==> src/rtl/disp_scan4.sv <==
// Four-digit multiplexed BCD display scanner with a frame-synchronous shadow register.
// Optional leading-zero blanking is enabled by defining LZ_BLANK_EN.
module disp_scan4 #(
  parameter int DIV = 100000
) (
  input  logic        clk,
  input  logic        rst_n,
  input  logic        en,
  input  logic        load,
  input  logic [15:0] value,
  output logic        ready,
  output logic        err,
  output logic [3:0]  digit,
  output logic [3:0]  sel
);

  localparam int CW = $clog2(DIV);

  logic [CW-1:0] cnt;
  logic [1:0]    idx;
  logic [15:0]   active;
  logic [15:0]   shadow;
  logic          pending;

  logic tick;
  logic value_bcd;
  logic accept;
  logic reject;
  logic xfer;
  logic blank;

  assign tick = en && (cnt == CW'(DIV - 1));

  always_comb begin
    value_bcd = 1'b1;
    for (int i = 0; i < 4; i++) begin
      if (value[4*i +: 4] > 4'd9) value_bcd = 1'b0;
    end
  end

  assign accept = load && !pending && value_bcd;
  assign reject = load && !pending && !value_bcd;

  // Update only at a frame boundary so a frame never mixes old and new digits;
  // while frozen there is no frame to tear, so transfer immediately.
  assign xfer = pending && (!en || (tick && idx == 2'd3));

  always_ff @(posedge clk) begin
    if (!rst_n) begin
      cnt     <= '0;
      idx     <= 2'd0;
      active  <= 16'h0000;
      shadow  <= 16'h0000;
      pending <= 1'b0;
      err     <= 1'b0;
    end else begin
      if (en) begin
        cnt <= tick ? '0 : cnt + 1'b1;
        if (tick) idx <= idx + 2'd1;
      end
      err <= reject;
      if (xfer) begin
        active  <= shadow;
        pending <= 1'b0;
      end else if (accept) begin
        shadow  <= value;
        pending <= 1'b1;
      end
    end
  end

`ifdef LZ_BLANK_EN
  always_comb begin
    blank = 1'b0;
    case (idx)
      2'd1:    blank = (active[15:4] == 12'h000);
      2'd2:    blank = (active[15:8] == 8'h00);
      2'd3:    blank = (active[15:12] == 4'h0);
      default: blank = 1'b0;
    endcase
  end
`else
  assign blank = 1'b0;
`endif

  assign ready = !pending;
  assign digit = active[{idx, 2'b00} +: 4];
  assign sel   = (!en || blank) ? 4'hF : ~(4'b0001 << idx);

endmodule

==> config.mk <==
export PLATFORM = sky130hd
export DESIGN_NAME = disp_scan4
export DESIGN_NICKNAME = d
export VERILOG_FILES = /design/src/rtl/disp_scan4.sv
export SDC_FILE = /design/constraint.sdc
export NUM_CORES = 1
export LEC_CHECK = 0
export CAP_MARGIN = 20
export CORE_MARGIN = 3
export CORE_UTILIZATION = 59
export CTS_CLUSTER_SIZE = 28
export DETAILED_ROUTE_END_ITERATION = 8
export PLACE_DENSITY = 0.83
export SYNTH_ARGS = -nofsm -noshare
export SYNTH_HDL_FRONTEND = slang
export SYNTH_SLANG_ARGS = --single-unit
==> constraint.sdc <==
create_clock -name clk -period 2.5 [get_ports clk]
set_input_delay 0.375 -clock clk [delete_from_list [all_inputs] [get_ports clk]]
set_output_delay 0.375 -clock clk [all_outputs]
set_load 0.01 [all_outputs]
# Word-level counts from Yosys, hierarchy flattened
# Cells that the tools add are included.
# classes
add_sub_neg	2
order_cmp	4
n_eq_ne	2
n_shift	2
n_mux	6
bitwise	3
n_reduce_logical	13
# ops
operator	n
$add 17x1->17 const B	1
$eq 17x17->1 const B	1
$mux 17	1
$gt 4x4->1 const B	4
$shiftx 16x5->4	1
$logic_and 1x1->1	6
$mux 1	4
$mux 4	1
$not 4->4	1
$reduce_and 2->1	2
$shl 1x2->4 const A	1
$logic_not 1->1	3
$add 2x1->2 const B	1
$eq 2x2->1 const B	1
$not 1->1	2
$reduce_or 2->1	1
$logic_or 1x1->1	1
# totals
register_bits	53
out_inout_bits	10
word_cells	38

# Longest topological paths before layout
# depth
ltp_word	7
ltp_mapped	7
depth_no_buf	5

# Worst setup path after synthesis
# No wires, ideal clock.
# synth_path
path_kind	register to register
start	register cnt[3]
end	register cnt[13]
setup_time_ps	71
arrival_time_ps	1601
t_required_ps	2429
path_slack_ps	828
stages_incl_launch_ff	6
synth_period_minus_slack_ps	1672
path_cell_list	dfxtp_1 > clkbuf_2 > nand4_4 > or4_4 > or3_1 > a21oi_1
# synth_between
elab_chain_cells	3
word_cells_on_any_way	4
classes_between	add/sub (1); eq/ne (1); mux (1); reduce/logical (1)
# synth_lines
item	line_no	source
start: declaration	19	logic [CW-1:0] cnt;
start signal: assignment	58	cnt <= tick ? '0 : cnt + 1'b1;
branches (longest 2 deep; another with $add 17x1->17)	-	
$mux 17 *	58	
# Mark *: on every way between the ends.
# A chain may end at the register's enable or synchronous reset.

# Final worst setup path
# layout_path
start	register idx[0]
end	output port digit[0]
# layout_between
elab_chain_cells	1
# layout_lines
item	line_no	source
start: declaration	20	logic [1:0] idx;
start signal: assignment	59	if (tick) idx <= idx + 2'd1;
$shiftx 16x5->4	87	assign digit = active[{idx, 2'b00} +: 4];
end: declaration	13	output logic [3:0] digit,
# Every way passes these cells.

==> flow_summary.toml <==
[cells_and_area]
final_common_cell = "dfxtp_1"
final_cells = 351
layout-drive-gt1-share_pct = 6.93
syn_to_final_growth_pct = 18.5
insertedDiodeCount = 0
mostFrequentLayoutCells = "dfxtp_1, nand2_1, clkdlybuf4s50_1"
fin_nets = 327

[global_routing]
overflow = 0
grt_pass1_vias = 1840
grt_antenna_before_repair = 0
gr-usage-all-layers_pct = 22.1
grt_pass1_wl_um = 8670
grt_max_degree = 28

[setup_path]
r2r_slack_ns = 0.64
worstRegToRegCells = 4
crit_required_ns = 2.12
arrival_ns = 1.92
cp-end-kind = "primary output"
crit_fanout = 8
startpoint_type = "flip-flop"
critical_path_class = "reg2out"
reg2reg_to = "cnt[13]$_SDFFE_PN0P_"
critPathCapture = "digit[0]"
reg2reg_from = "cnt[4]$_SDFFE_PN0P_"
crit_start = "idx[0]$_SDFFE_PN0P_"

[clocking]
clock_latency_ns = 0.30
cts_root_buffer = "clkbuf_8"
clockBufferDepth = 2
postCtsResizedCells = 0
numCtsBuffers = 5
postCtsSetupRepairBufs = 0
htreeDepth = 2
ctsHoldBuffers = 0
clkTransAtPathRegs_ns = 0.09
cts_tree = "built"
cts.sinks = 53

[floorplanning]
start_util_pct = 63.2
io_pins = 30
die_h_um = 69.8
die_width_um = 69.8
rows = 22
die-area_um2 = 4870
coreArea_um2 = 3800

[pwr]
p_leak_nw = 1.04
power.share.combinational_pct = 7.7
sequentialPowerShare_pct = 54.7
clockPowerShare_pct = 37.6
p_per_area_nw_per_um2 = 556
finalPower_mw = 1.58
netSwitchingFraction_pct = 21.7
p_int_mw = 1.24
vdd_ir_drop_max_uv = 401
switchingPower_mw = 0.343

[yosys]
synth_xor_area_share_pct = 4.38
synth_area_leaders = "dfxtp_1, nand2_1, mux2i_1, o21ai_0, a21oi_1"
syn_avg_cell_area_um2 = 8.66
synth_top_area_share_pct = 44.2
synthAdderAreaFrac_pct = 2.61
synth.area.mux_share_pct = 10.4
seq_area_frac_synth_pct = 44.2
synth_compound_area_share_pct = 11.3
synth.distinct_cells = 35
ys_warn_count = 0
synthFlopType = "dfxtp_1"
syn_area_um2 = 2400
synth_edf_count = 0
yosys.area_share.simple_pct = 23.1
synth_top_family_by_area = "simple AND/OR/NAND/NOR gates"
synth_nets = 302
async_reset_ff_share_pct = 0
synth_seq_cells = 53
synthCells = 277
synth_top_area_cell = "dfxtp_1"

[sta]
fin_tns_setup_ns = 0
maxSlewViolCount = 0
fin_skew_ns = 0.00741
rsz0062_at_grt = "false"
maxSlewHeadroom_pct = 58.3
worstMarginPinSlew_ns = 0.625
post-route-period-util_pct = 91.6
hold_viol_final = 0
fin_crit_ns = 2.29
clock.fmax_ghz = 0.437
finalSetupViolations = 0

[placed_design]
dp_hpwl_um = 3750
io_buffers = 29
dp.cells = 343
gp_congestion = 0.880

[detailed_routing]
drtAntennaViolNets = 0
post_drt_wl_per_cell_um = 14.9
drcViolationCount = 0
num_vias = 2057
initialDrtViolationCount = 263
firstDrtPassIters = 4
drt_wl_total_um = 5240
vias_per_cell = 5.86

[run_status]
outcome = "complete, no violations"

[min_path]
hold_path_class = "reg2reg"

[run]
cap_violations = 0
critical path: stages, from the launching register on:
cell	delay (ns)
dfxtp_1	0.57
mux4_2	0.56
clkdlybuf4s50_1	0.49
cells by family (layout without fill, tap and decap cells):
group	count (synthesis)	in the layout
AOI/OAI and AO/OA	52	52
xor gates and xnor gates	12	12
adders and majority gates	5	5
buffers and inverters	23	49
DFF	53	53
muxes	20	20
and+or+nand+nor	112	112
metrics by stage:
step	util (%)	hold WS, ns	setup WS (ns)	cell area [um^2]
2_1_floorplan	-	0.431	0.828	2400
3_3_place_gp	71.8	0.440	0.409	2730
3_5_place_dp	71.8	0.447	0.340	2730
4_1_cts	74.9	0.454	0.182	2840
5_1_grt	74.9	0.468	0.0953	2840
6_report	74.9	0.464	0.209	2840
synth_stat cells (2+ instances only):
master    number
a21oi_1       23
or3_1          2
nor2_1        15
mux2i_1       16
nor4_1         2
nor3b_1        2
nand3_1       20
dfxtp_1       53
mux4_2         4
clkbuf_1      14
nand2b_1       2
inv_1          5
ha_1           5
xor2_1         5
xnor2_1        7
o21ai_0       24
nor3_1         3
buf_2          2
nand4_1       11
nand2_1       45
nor4b_1        2
and3_1         2
power by group through the flow:
stage / clock network (mW) / logic [mW] / registers, mW
final: 0.594 / 0.122 / 0.866
after global routing: 0.642 / 0.133 / 0.868
after CTS: 0.607 / 0.121 / 0.866
after detailed placement: 0 / 0.120 / 0.886
after global placement: 0 / 0.119 / 0.885
after floorplan: 0 / 0.0640 / 0.882
routing by layer:
layer | global-route usage (%) | share of wire (%) | up-vias | wire (um)
met5 | 0 | 0 | - | 0
met4 | 9.15 | 2.7 | 0 | 140
met1 | 32.5 | 49 | 951 | 2550
met2 | 31.3 | 43 | 73 | 2250
li1 | - | - | 1017 | -
met3 | 4.49 | 5.9 | 16 | 307
how the worst min path moves through the flow:
| stage | start | endpoint | cells after the start |
|---|---|---|---|
| 4_1_cts | shadow[8]$_SDFFE_PN0P_ | active[8]$_SDFFE_PN0P_ | 2 |
| 2_1_floorplan | shadow[0]$_SDFFE_PN0P_ | active[0]$_SDFFE_PN0P_ | 2 |
| 5_1_grt | shadow[8]$_SDFFE_PN0P_ | active[8]$_SDFFE_PN0P_ | 2 |
| 3_5_place_dp | shadow[8]$_SDFFE_PN0P_ | active[8]$_SDFFE_PN0P_ | 2 |
| 6_report | active[13]$_SDFFE_PN0P_ | active[13]$_SDFFE_PN0P_ | 2 |
| 3_3_place_gp | shadow[8]$_SDFFE_PN0P_ | active[8]$_SDFFE_PN0P_ | 2 |
flip-flops by register name, summed over array words and instances (netlist names):
| signal | count |
|---|---|
| idx | 2 |
| err | 1 |
| active | 16 |
| shadow | 16 |
| cnt | 17 |
| pending | 1 |
final cells by class:
type,count,area [um^2]
well taps,48,60.1
multi-input cells,201,1240
inverters,5,18.8
flip-flops and latches,53,1060
clock inverters,1,30.0
fillers,286,955
repair buffers,36,343
clock buffers,7,86.3
No activity file was read; power rests on OpenSTA's default activity.
